`src/rtl/aes_pipeline_sequencer.sv`:
```
// aes_pipeline_sequencer
//   Run controller for the image encrypt/decrypt pipeline. For each run it
//   sequences key/IV configuration, a settle delay, the reader start and the
//   wait for completion. It counts AES output beats, checks the count when the
//   writer finishes, and reports busy/done/error. Each waiting phase has a
//   watchdog.
//
// Ports
//   clk, rst_n        clock; asynchronous active-low reset
//   go, force_config  run request (taken in IDLE only); force a reconfigure
//   abort             synchronous abort, highest priority
//   start_config      one-cycle pulse to the AXI-Lite config master
//   config_done       config complete (level or pulse, acted on at rising edge)
//   reader_start      one-cycle pulse to the image reader
//   reader_done       reader status (not used for sequencing)
//   writer_done       writer complete (level or pulse, acted on at rising edge)
//   beat_valid/ready  AES output stream handshake (monitored)
//   busy, done        not idle; one-cycle success pulse
//   error, err_code   sticky error flag and cause
//   configured        key/IV loaded since reset
//   blocks_out        beats counted this run, saturating at IMAGE_DEPTH
module aes_pipeline_sequencer #(
  parameter int unsigned IMAGE_DEPTH    = 64,
  parameter int unsigned CNT_W          = 7,
  parameter int unsigned SETTLE_CYCLES  = 20,
  parameter int unsigned TIMEOUT_CYCLES = 100000
) (
  input  logic             clk,
  input  logic             rst_n,
  input  logic             go,
  input  logic             force_config,
  input  logic             abort,
  output logic             start_config,
  input  logic             config_done,
  output logic             reader_start,
  input  logic             reader_done,
  input  logic             writer_done,
  input  logic             beat_valid,
  input  logic             beat_ready,
  output logic             busy,
  output logic             done,
  output logic             error,
  output logic [2:0]       err_code,
  output logic             configured,
  output logic [CNT_W-1:0] blocks_out
);

  localparam logic [2:0] StIdle     = 3'd0;
  localparam logic [2:0] StCfgStart = 3'd1;
  localparam logic [2:0] StCfgWait  = 3'd2;
  localparam logic [2:0] StSettle   = 3'd3;
  localparam logic [2:0] StRdStart  = 3'd4;
  localparam logic [2:0] StRun      = 3'd5;
  localparam logic [2:0] StDone     = 3'd6;
  localparam logic [2:0] StErr      = 3'd7;

  localparam logic [2:0] ErrCfgTimeout = 3'b001;
  localparam logic [2:0] ErrRunTimeout = 3'b010;
  localparam logic [2:0] ErrCount      = 3'b011;
  localparam logic [2:0] ErrAbort      = 3'b100;

  localparam logic [CNT_W-1:0] DepthCnt  = CNT_W'(IMAGE_DEPTH);
  localparam logic [CNT_W:0]   DepthEff  = (CNT_W + 1)'(IMAGE_DEPTH);
  localparam logic [31:0]      WdogLast  = 32'(TIMEOUT_CYCLES - 1);
  localparam logic [31:0]      SettleEnd = 32'(SETTLE_CYCLES - 1);

  logic [2:0]       r_state, w_state_d;
  logic             r_cfg_done_q, r_wr_done_q;
  logic [31:0]      r_wdog, w_wdog_d;
  logic [31:0]      r_settle, w_settle_d;
  logic [CNT_W-1:0] r_blocks, w_blocks_d;
  logic             r_configured, w_configured_d;
  logic             r_error, w_error_d;
  logic [2:0]       r_err_code, w_err_code_d;

  logic             w_cfg_rise, w_wr_rise, w_beat, w_wdog_hit, w_abortable;
  logic [CNT_W:0]   w_eff_count;

  // Reader completion is status only; kept visible for waves.
  logic w_unused_reader_done;
  assign w_unused_reader_done = reader_done;

  // Edge detection so sticky levels from a previous run are ignored.
  assign w_cfg_rise  = config_done & ~r_cfg_done_q;
  assign w_wr_rise   = writer_done & ~r_wr_done_q;
  assign w_beat      = beat_valid & beat_ready;
  assign w_wdog_hit  = (r_wdog == WdogLast);
  // A beat landing in the same cycle as the writer_done rise still counts.
  assign w_eff_count = {1'b0, r_blocks} + {{CNT_W{1'b0}}, w_beat};
  // DONE/ERR are already terminal, so abort has nothing left to stop there.
  assign w_abortable = (r_state == StCfgStart) || (r_state == StCfgWait) ||
                       (r_state == StSettle) || (r_state == StRdStart) ||
                       (r_state == StRun);

  always_comb begin
    w_state_d      = r_state;
    w_wdog_d       = r_wdog;
    w_settle_d     = r_settle;
    w_blocks_d     = r_blocks;
    w_configured_d = r_configured;
    w_error_d      = r_error;
    w_err_code_d   = r_err_code;

    case (r_state)
      StIdle: begin
        if (go) begin
          w_error_d    = 1'b0;
          w_err_code_d = 3'b000;
          w_blocks_d   = '0;
          w_state_d    = (!r_configured || force_config) ? StCfgStart : StRdStart;
        end
      end
      StCfgStart: begin
        w_wdog_d  = '0;
        w_state_d = StCfgWait;
      end
      StCfgWait: begin
        if (w_cfg_rise) begin
          w_configured_d = 1'b1;
          w_settle_d     = '0;
          w_state_d      = StSettle;
        end else if (w_wdog_hit) begin
          w_configured_d = 1'b0;
          w_error_d      = 1'b1;
          w_err_code_d   = ErrCfgTimeout;
          w_state_d      = StErr;
        end else begin
          w_wdog_d = r_wdog + 32'd1;
        end
      end
      StSettle: begin
        if (r_settle == SettleEnd) begin
          w_state_d = StRdStart;
        end else begin
          w_settle_d = r_settle + 32'd1;
        end
      end
      StRdStart: begin
        w_wdog_d  = '0;
        w_state_d = StRun;
      end
      StRun: begin
        if (w_beat && (r_blocks != DepthCnt)) begin
          w_blocks_d = r_blocks + CNT_W'(1);
        end
        if (w_wr_rise) begin
          if (w_eff_count == DepthEff) begin
            w_state_d = StDone;
          end else begin
            w_error_d    = 1'b1;
            w_err_code_d = ErrCount;
            w_state_d    = StErr;
          end
        end else if (w_wdog_hit) begin
          w_error_d    = 1'b1;
          w_err_code_d = ErrRunTimeout;
          w_state_d    = StErr;
        end else begin
          w_wdog_d = r_wdog + 32'd1;
        end
      end
      StDone:  w_state_d = StIdle;
      StErr:   w_state_d = StIdle;
      default: w_state_d = StIdle;
    endcase

    // Abort overrides completion and timeout decisions made above.
    if (abort && w_abortable) begin
      w_error_d    = 1'b1;
      w_err_code_d = ErrAbort;
      w_state_d    = StErr;
      // Key load may have been interrupted mid-write.
      if (r_state == StCfgWait) begin
        w_configured_d = 1'b0;
      end
    end
  end

  always_ff @(posedge clk or negedge rst_n) begin
    if (!rst_n) begin
      r_state      <= StIdle;
      r_cfg_done_q <= 1'b0;
      r_wr_done_q  <= 1'b0;
      r_wdog       <= '0;
      r_settle     <= '0;
      r_blocks     <= '0;
      r_configured <= 1'b0;
      r_error      <= 1'b0;
      r_err_code   <= 3'b000;
    end else begin
      r_state      <= w_state_d;
      r_cfg_done_q <= config_done;
      r_wr_done_q  <= writer_done;
      r_wdog       <= w_wdog_d;
      r_settle     <= w_settle_d;
      r_blocks     <= w_blocks_d;
      r_configured <= w_configured_d;
      r_error      <= w_error_d;
      r_err_code   <= w_err_code_d;
    end
  end

  assign busy         = (r_state != StIdle);
  assign start_config = (r_state == StCfgStart);
  assign reader_start = (r_state == StRdStart);
  assign done         = (r_state == StDone);
  assign error        = r_error;
  assign err_code     = r_err_code;
  assign configured   = r_configured;
  assign blocks_out   = r_blocks;

endmodule
```
`config.mk`:
```
export PLATFORM = sky130hd
export DESIGN_NAME = aes_pipeline_sequencer
export DESIGN_NICKNAME = d
export VERILOG_FILES = /design/src/rtl/aes_pipeline_sequencer.sv
export SDC_FILE = /design/constraint.sdc
export NUM_CORES = 1
export LEC_CHECK = 0
export BUFFER_PORTS_ARGS = -buffer_cell sky130_fd_sc_hd__buf_2
export CORE_ASPECT_RATIO = 0.5
export CORE_MARGIN = 2
export CORE_UTILIZATION = 40
export DETAILED_ROUTE_END_ITERATION = 10
export PLACE_DENSITY = 0.63
export RECOVER_POWER = 100
export SETUP_SLACK_MARGIN = 0.15
export SYNTH_ARGS = -nofsm -noshare
export SYNTH_HDL_FRONTEND = slang
export SYNTH_SLANG_ARGS = --single-unit
```
`constraint.sdc`:
```
create_clock -name clk -period 2 [get_ports clk]
set_clock_uncertainty 0.15 [all_clocks]
set_input_delay 0.4 -clock clk [delete_from_list [all_inputs] [get_ports clk]]
set_output_delay 0.4 -clock clk [all_outputs]
set_load 0.02 [all_outputs]
```
# Word level (Yosys, flattened, before mapping)
# Index checks and enable logic that the tools add are counted.
totals:
  out_inout_bits: 16
  inputBits: 10
  elab_cells: 102
  reg_bits: 81
classes:
  muxes: 39
  eq_ne: 23
  add_sub_neg: 4
  reduce_logical: 22
  bitwise_logic: 5
op_table:
  columns: ["cell", "n"]
  rows:
  - ["$mux 32", 5]
  - ["$pmux 32 s3", 1]
  - ["$add 32x1->32 const B", 2]
  - ["$pmux 32 s2", 1]
  - ["$mux 3", 14]
  - ["$eq 32x17->1 const B", 1]
  - ["$eq 32x5->1 const B", 1]
  - ["$pmux 3 s7", 1]
  - ["$mux 7", 2]
  - ["$pmux 7 s2", 1]
  - ["$eq 3x3->1 const B", 4]
  - ["$mux 1", 12]
  - ["$ne 2x2->1 const B", 5]
  - ["$ne 3x3->1 const B", 3]
  - ["$pmux 3 s3", 1]
  - ["$reduce_and 3->1", 3]
  - ["$add 7x1->8", 1]
  - ["$eq 8x7->1 const B", 1]
  - ["$ne 4x3->1 const B", 2]
  - ["$add 7x1->7 const B", 1]
  - ["$ne 7x7->1 const B", 1]
  - ["$eq 3x2->1 const B", 2]
  - ["$reduce_and 6->1", 1]
  - ["$reduce_bool 3->1", 2]
  - ["15 further kinds", 25]

# Depth between registers and ports, before layout
depth:
  ltp_word: 8
  ltp_mapped: 9
  depth_no_buf: 9

# Worst setup path before layout
# Ideal clock, no wire load.
synth_path:
  kind: "register to register"
  start: "register r_blocks[0] (netlist: blocks_out[0])"
  end: "register r_err_code[0] (netlist: err_code[0])"
  arrival_time_ps: 2030
  period_less_slack_ps: 2308
  setup_ps: 128
  required_time_ps: 1722
  path_slack_ps: -308
  path_stages_with_launch: 8
  path_buffers: 0
  path_cell_list: "dfrtp_1 -> ha_1 -> nand2_1 -> or3_1 -> a221oi_1 -> nand2_1 -> o21ai_1 -> mux2_1"
synth_between:
  elab_chain_cells: 4
synth_lines:
  columns: ["item", "line", "rtl"]
  rows:
  - ["start, declared", "71", "logic [CNT_W-1:0] r_blocks, w_blocks_d;"]
  - ["start signal, assigned", "196", "r_blocks <= w_blocks_d;"]
  - ["$add 7x1->8", "89", "assign w_eff_count = {1'b0, r_blocks} + {{CNT_W{1'b0}}, w_beat};"]
  - ["$eq 8x7->1", "147", "if (w_eff_count == DepthEff) begin"]
  - ["$ne 4x3->1 (no source line)", null, null]
  - ["$reduce_and 6->1 (no source line)", null, null]
  - ["end signal, assigned", "199", "r_err_code <= w_err_code_d;"]
  - ["end, declared", "74", "logic [2:0] r_err_code, w_err_code_d;"]
# Every way passes these cells.
# A chain may end at the register's enable or synchronous reset.

# Final worst setup path
layout_path:
  start: "register r_blocks[4] (netlist: blocks_out[4])"
  end: "register r_err_code[0] (netlist: err_code[0])"
# Same word-level chain as after synthesis.

==> impl_metrics.csv <==
group,metric,value,unit
cts,clk_pin_slew,0.06,ns
timing,final_period_minus_worst_setup_slack,2.14,ns
worst_setup_path,cp-end-kind,"flip-flop",
power,vdd_drop_max,693,uV
floorplanning,io_pins,26,
cts,tritoncts,"done",
yosys,synth-warning-count,0,
global_route,number_of_antenna_violations_at_the_first_check_in_global_routing,0,
worst_setup_path,worst-endpoint-required,2.07,ns
worst_setup_path,worst_setup_path_startpoint,"blocks_out[4]$_DFFE_PN0P_",
drt,avgRoutedWirePerCell,14.9,microns
floorplanning,placement_rows,27,
floorplanning,dieHeight,78.4,microns
timing,finalCritPeriodShare,107,%
cts,cts-htree-levels,3,
job,cap_violations,0,
timing,final.setup.tns,-2.32,ns
timing,max_slew_margin,43.5,%
run_status,violations,"setup timing",
placement,dp_cells,744,
final_layout,flow.area_growth_from_synthesis,54.6,%
global_route,first_pass_grt_wire_length,18800,microns
worst_setup_path,worst-endpoint-arrival,2.21,ns
yosys,asyncSetResetFlopFracSynth,100,%
cts,clk_latency,0.34,ns
yosys,mappedNetlistNets,497,
final_layout,final_cell_count_no_fill,799,
placement,finalWeightedCongestion,0.790,
yosys,register_area_share_after_synthesis,45.7,%
floorplanning,floorplan.initialDensity,40.6,%
worst_setup_path,rr_startpoint,"blocks_out[4]$_DFFE_PN0P_",
final_layout,antennaDiodeCount,0,
timing,highest_clock_rate,468,MHz
cts,numClockSinks,81,
drt,first_pass_iters,4,
drt,vias,4133,
global_route,groute.usage.overall,19.3,%
yosys,synth_edf_count,0,
drt,antenna_left,0,
cts,tritoncts.num_buffers,9,
min_path,worst_hold_path_startpoint,"writer_done",
global_route,grt_start_max_net_pins,35,
drt,drt-initial-drc-count,141,
cts,max-clock-path-buffers,2,
yosys,postSynthCellCount,481,
yosys,syn-mean-instance-area,9.22,sq um
timing,hold_viol,0,
worst_setup_path,criticalPathCategory,"reg2reg",
timing,timing.final.ws_setup,-0.137,ns
placement,port-buffer-count,24,
placement,post-place-ws,-0.274,ns
yosys,synth.lib_cells_used.distinct,49,
global_route,number_of_global_route_vias_before_repair,3977,
cts,clk_root_buf,"sky130_fd_sc_hd__clkbuf_16",
worst_setup_path,worstPathMaxFanout,3,
final_layout,final_standard_cell_utilization_of_the_core,62.8,%
run_status,run_status,"complete, but fails checks",
final_layout,layout-drive-gt1-share,44.0,%
drt,remaining_drc_errors,0,
power,total_leakage_power,0.00305,uW
timing,worst-slew-pin-transition,0.848,ns
drt,postRouteWirelength,11900,microns
placement,dp.final_hpwl,7440,microns
timing,timing_max_transition_violations_final,0,
final_layout,final_nets,665,
global_route,globalRoute.totalOverflow,0,
drt,post_drt_via_cell_ratio,5.17,
timing,hold_ws,0.0652,ns
worst_setup_path,worst_setup_path_start_kind,"flip-flop",
power,power-per-cell-area,1060,nW/um^2
yosys,synth_seq_cells,81,
floorplanning,coreArea,10900,sq um
yosys,netlist_area,4430,sq um
min_path,hold_class,"in2reg",
floorplanning,chipWidth,153,microns
yosys,most_instantiated_flip_flop_cell_in_the_synthesis_netlist,"sky130_fd_sc_hd__dfrtp_1",
floorplanning,die_area,12000,sq um
timing,unrepaired_setup_endpoints_after_global_routing,"yes",
timing,setup_viol_count_final,45,
## metal layers
metal  up-vias  wire length [microns]  track usage (%)
met4         0                    127             5.00
met5         -                      0                0
met1      2025                   5640             26.6
li1       2027                      -                -
met3        15                    385             4.42
met2        66                   5750             30.9
## synthesized netlist by cell type, types with 2 or more instances
cell type                  number  area share [%]
sky130_fd_sc_hd__nor2_1        82             6.9
sky130_fd_sc_hd__dfrtp_1       81              46
sky130_fd_sc_hd__xor2_1        35             6.9
sky130_fd_sc_hd__nand2_1       34             2.9
sky130_fd_sc_hd__nand3_1       23             2.6
sky130_fd_sc_hd__xnor2_1       23             4.5
sky130_fd_sc_hd__nand4_1       21             3.0
sky130_fd_sc_hd__o21ai_0       20             2.3
sky130_fd_sc_hd__a21oi_1       15             1.7
sky130_fd_sc_hd__nor3_1        15             1.7
sky130_fd_sc_hd__inv_1         14             1.2
sky130_fd_sc_hd__nor4_1        13             1.8
sky130_fd_sc_hd__or3_1         11             1.6
sky130_fd_sc_hd__and3_1        10             1.4
sky130_fd_sc_hd__and4_1         9             1.8
sky130_fd_sc_hd__clkbuf_1       8            0.68
sky130_fd_sc_hd__and2_1         7            0.99
sky130_fd_sc_hd__ha_1           6             1.7
sky130_fd_sc_hd__nor2b_1        5            0.71
sky130_fd_sc_hd__nand2b_1       4            0.56
sky130_fd_sc_hd__nor3_2         4            0.90
sky130_fd_sc_hd__buf_2          3            0.34
sky130_fd_sc_hd__nand3b_1       3            0.51
sky130_fd_sc_hd__a211oi_2       2            0.56
sky130_fd_sc_hd__a21o_1         2            0.34
sky130_fd_sc_hd__a221oi_1       2            0.40
sky130_fd_sc_hd__buf_4          2            0.34
sky130_fd_sc_hd__nor4_2         2            0.56
sky130_fd_sc_hd__o21a_1         2            0.34
sky130_fd_sc_hd__o21ai_1        2            0.23
sky130_fd_sc_hd__o21bai_1       2            0.34
sky130_fd_sc_hd__or2_1          2            0.28
## stage by stage
stage	power (uW)	cell area, sq um
floorplan	3670	4580
global placement	4640	5660
detailed placement	4700	5660
CTS	6750	6320
global route	7650	6860
finish	7240	6860
## logic make-up after synthesis
kind of cell,share of synthesized area [%]
xor+xnor,11.5
mux,0.254
buf+inv,2.79
compound gates,8.35
simple gates,29.7
flops,45.7
fa+ha+maj,1.69
## worst max-delay path, cell delays in order (launching register included)
cell,delay [ns]
sky130_fd_sc_hd__dfrtp_2,0.41
sky130_fd_sc_hd__or4b_4,0.58
sky130_fd_sc_hd__a221oi_4,0.27
sky130_fd_sc_hd__nand2_2,0.11
sky130_fd_sc_hd__o21ai_2,0.16
sky130_fd_sc_hd__mux2_1,0.33
## cell usage in the layout (no fill, tap or decap), drive strengths merged, types with 3 or more instances in the layout
cell	instances
a21oi	15
and2	7
and3	10
and4	9
buf	149
clkbuf	33
clkinv	3
dfrtp	81
ha	6
inv	14
nand2	34
nand2b	4
nand3	25
nand3b	3
nand4	21
nor2	82
nor2b	5
nor3	19
nor4	15
o21ai	23
or3	11
xnor2	23
xor2	35
## cell type report
class | count | area, sq um
flip-flops and latches | 81 | 2030
repair buffers | 170 | 1370
inverters | 14 | 57.6
well taps | 145 | 181
clock inverters | 3 | 15.0
multi-input cells | 373 | 2940
fillers | 844 | 4060
clock buffers | 13 | 260
## final timing paths
kind | to | slack (ns) | depth (start not counted)
max | err_code[0]$_DFFE_PN0P_ | -0.14 | 5
min | r_wr_done_q$_DFF_PN0_ | 0.07 | 1
max reg2reg | err_code[0]$_DFFE_PN0P_ | -0.14 | 5
min reg2reg | err_code[2]$_DFFE_PN0P_ | 0.34 | 1
max in group asynchronous | r_settle[24]$_DFFE_PN0P_ | 0.32 | 3
min in group asynchronous | r_settle[11]$_DFFE_PN0P_ | 0.55 | 2
## registers in the layout, indices dropped and copies added (netlist names), named ones only
signal and cells:
err_code 3, r_wdog 32, r_settle 32, r_cfg_done_q 1
error 1, r_state 3, r_wr_done_q 1, blocks_out 7
## where the power goes
part	internal [uW]	leakage, uW	total (uW)	switching (uW)
clock	904	0.000139	1560	653
combinational	1670	0.00182	3390	1720
sequential	1960	0.00108	2290	326
## repair_timing
action / 4_1_cts / 5_1_grt
setup buffers: 13 / 23
hold endpoints to repair: 30 / 0
cloned: 1 / 1
pin swaps: 47 / 71
resized for setup: 66 / 93
setup endpoints to repair: 74 / 82
hold buffers: 1 / 0
No activity file was read; power rests on OpenSTA's default activity.
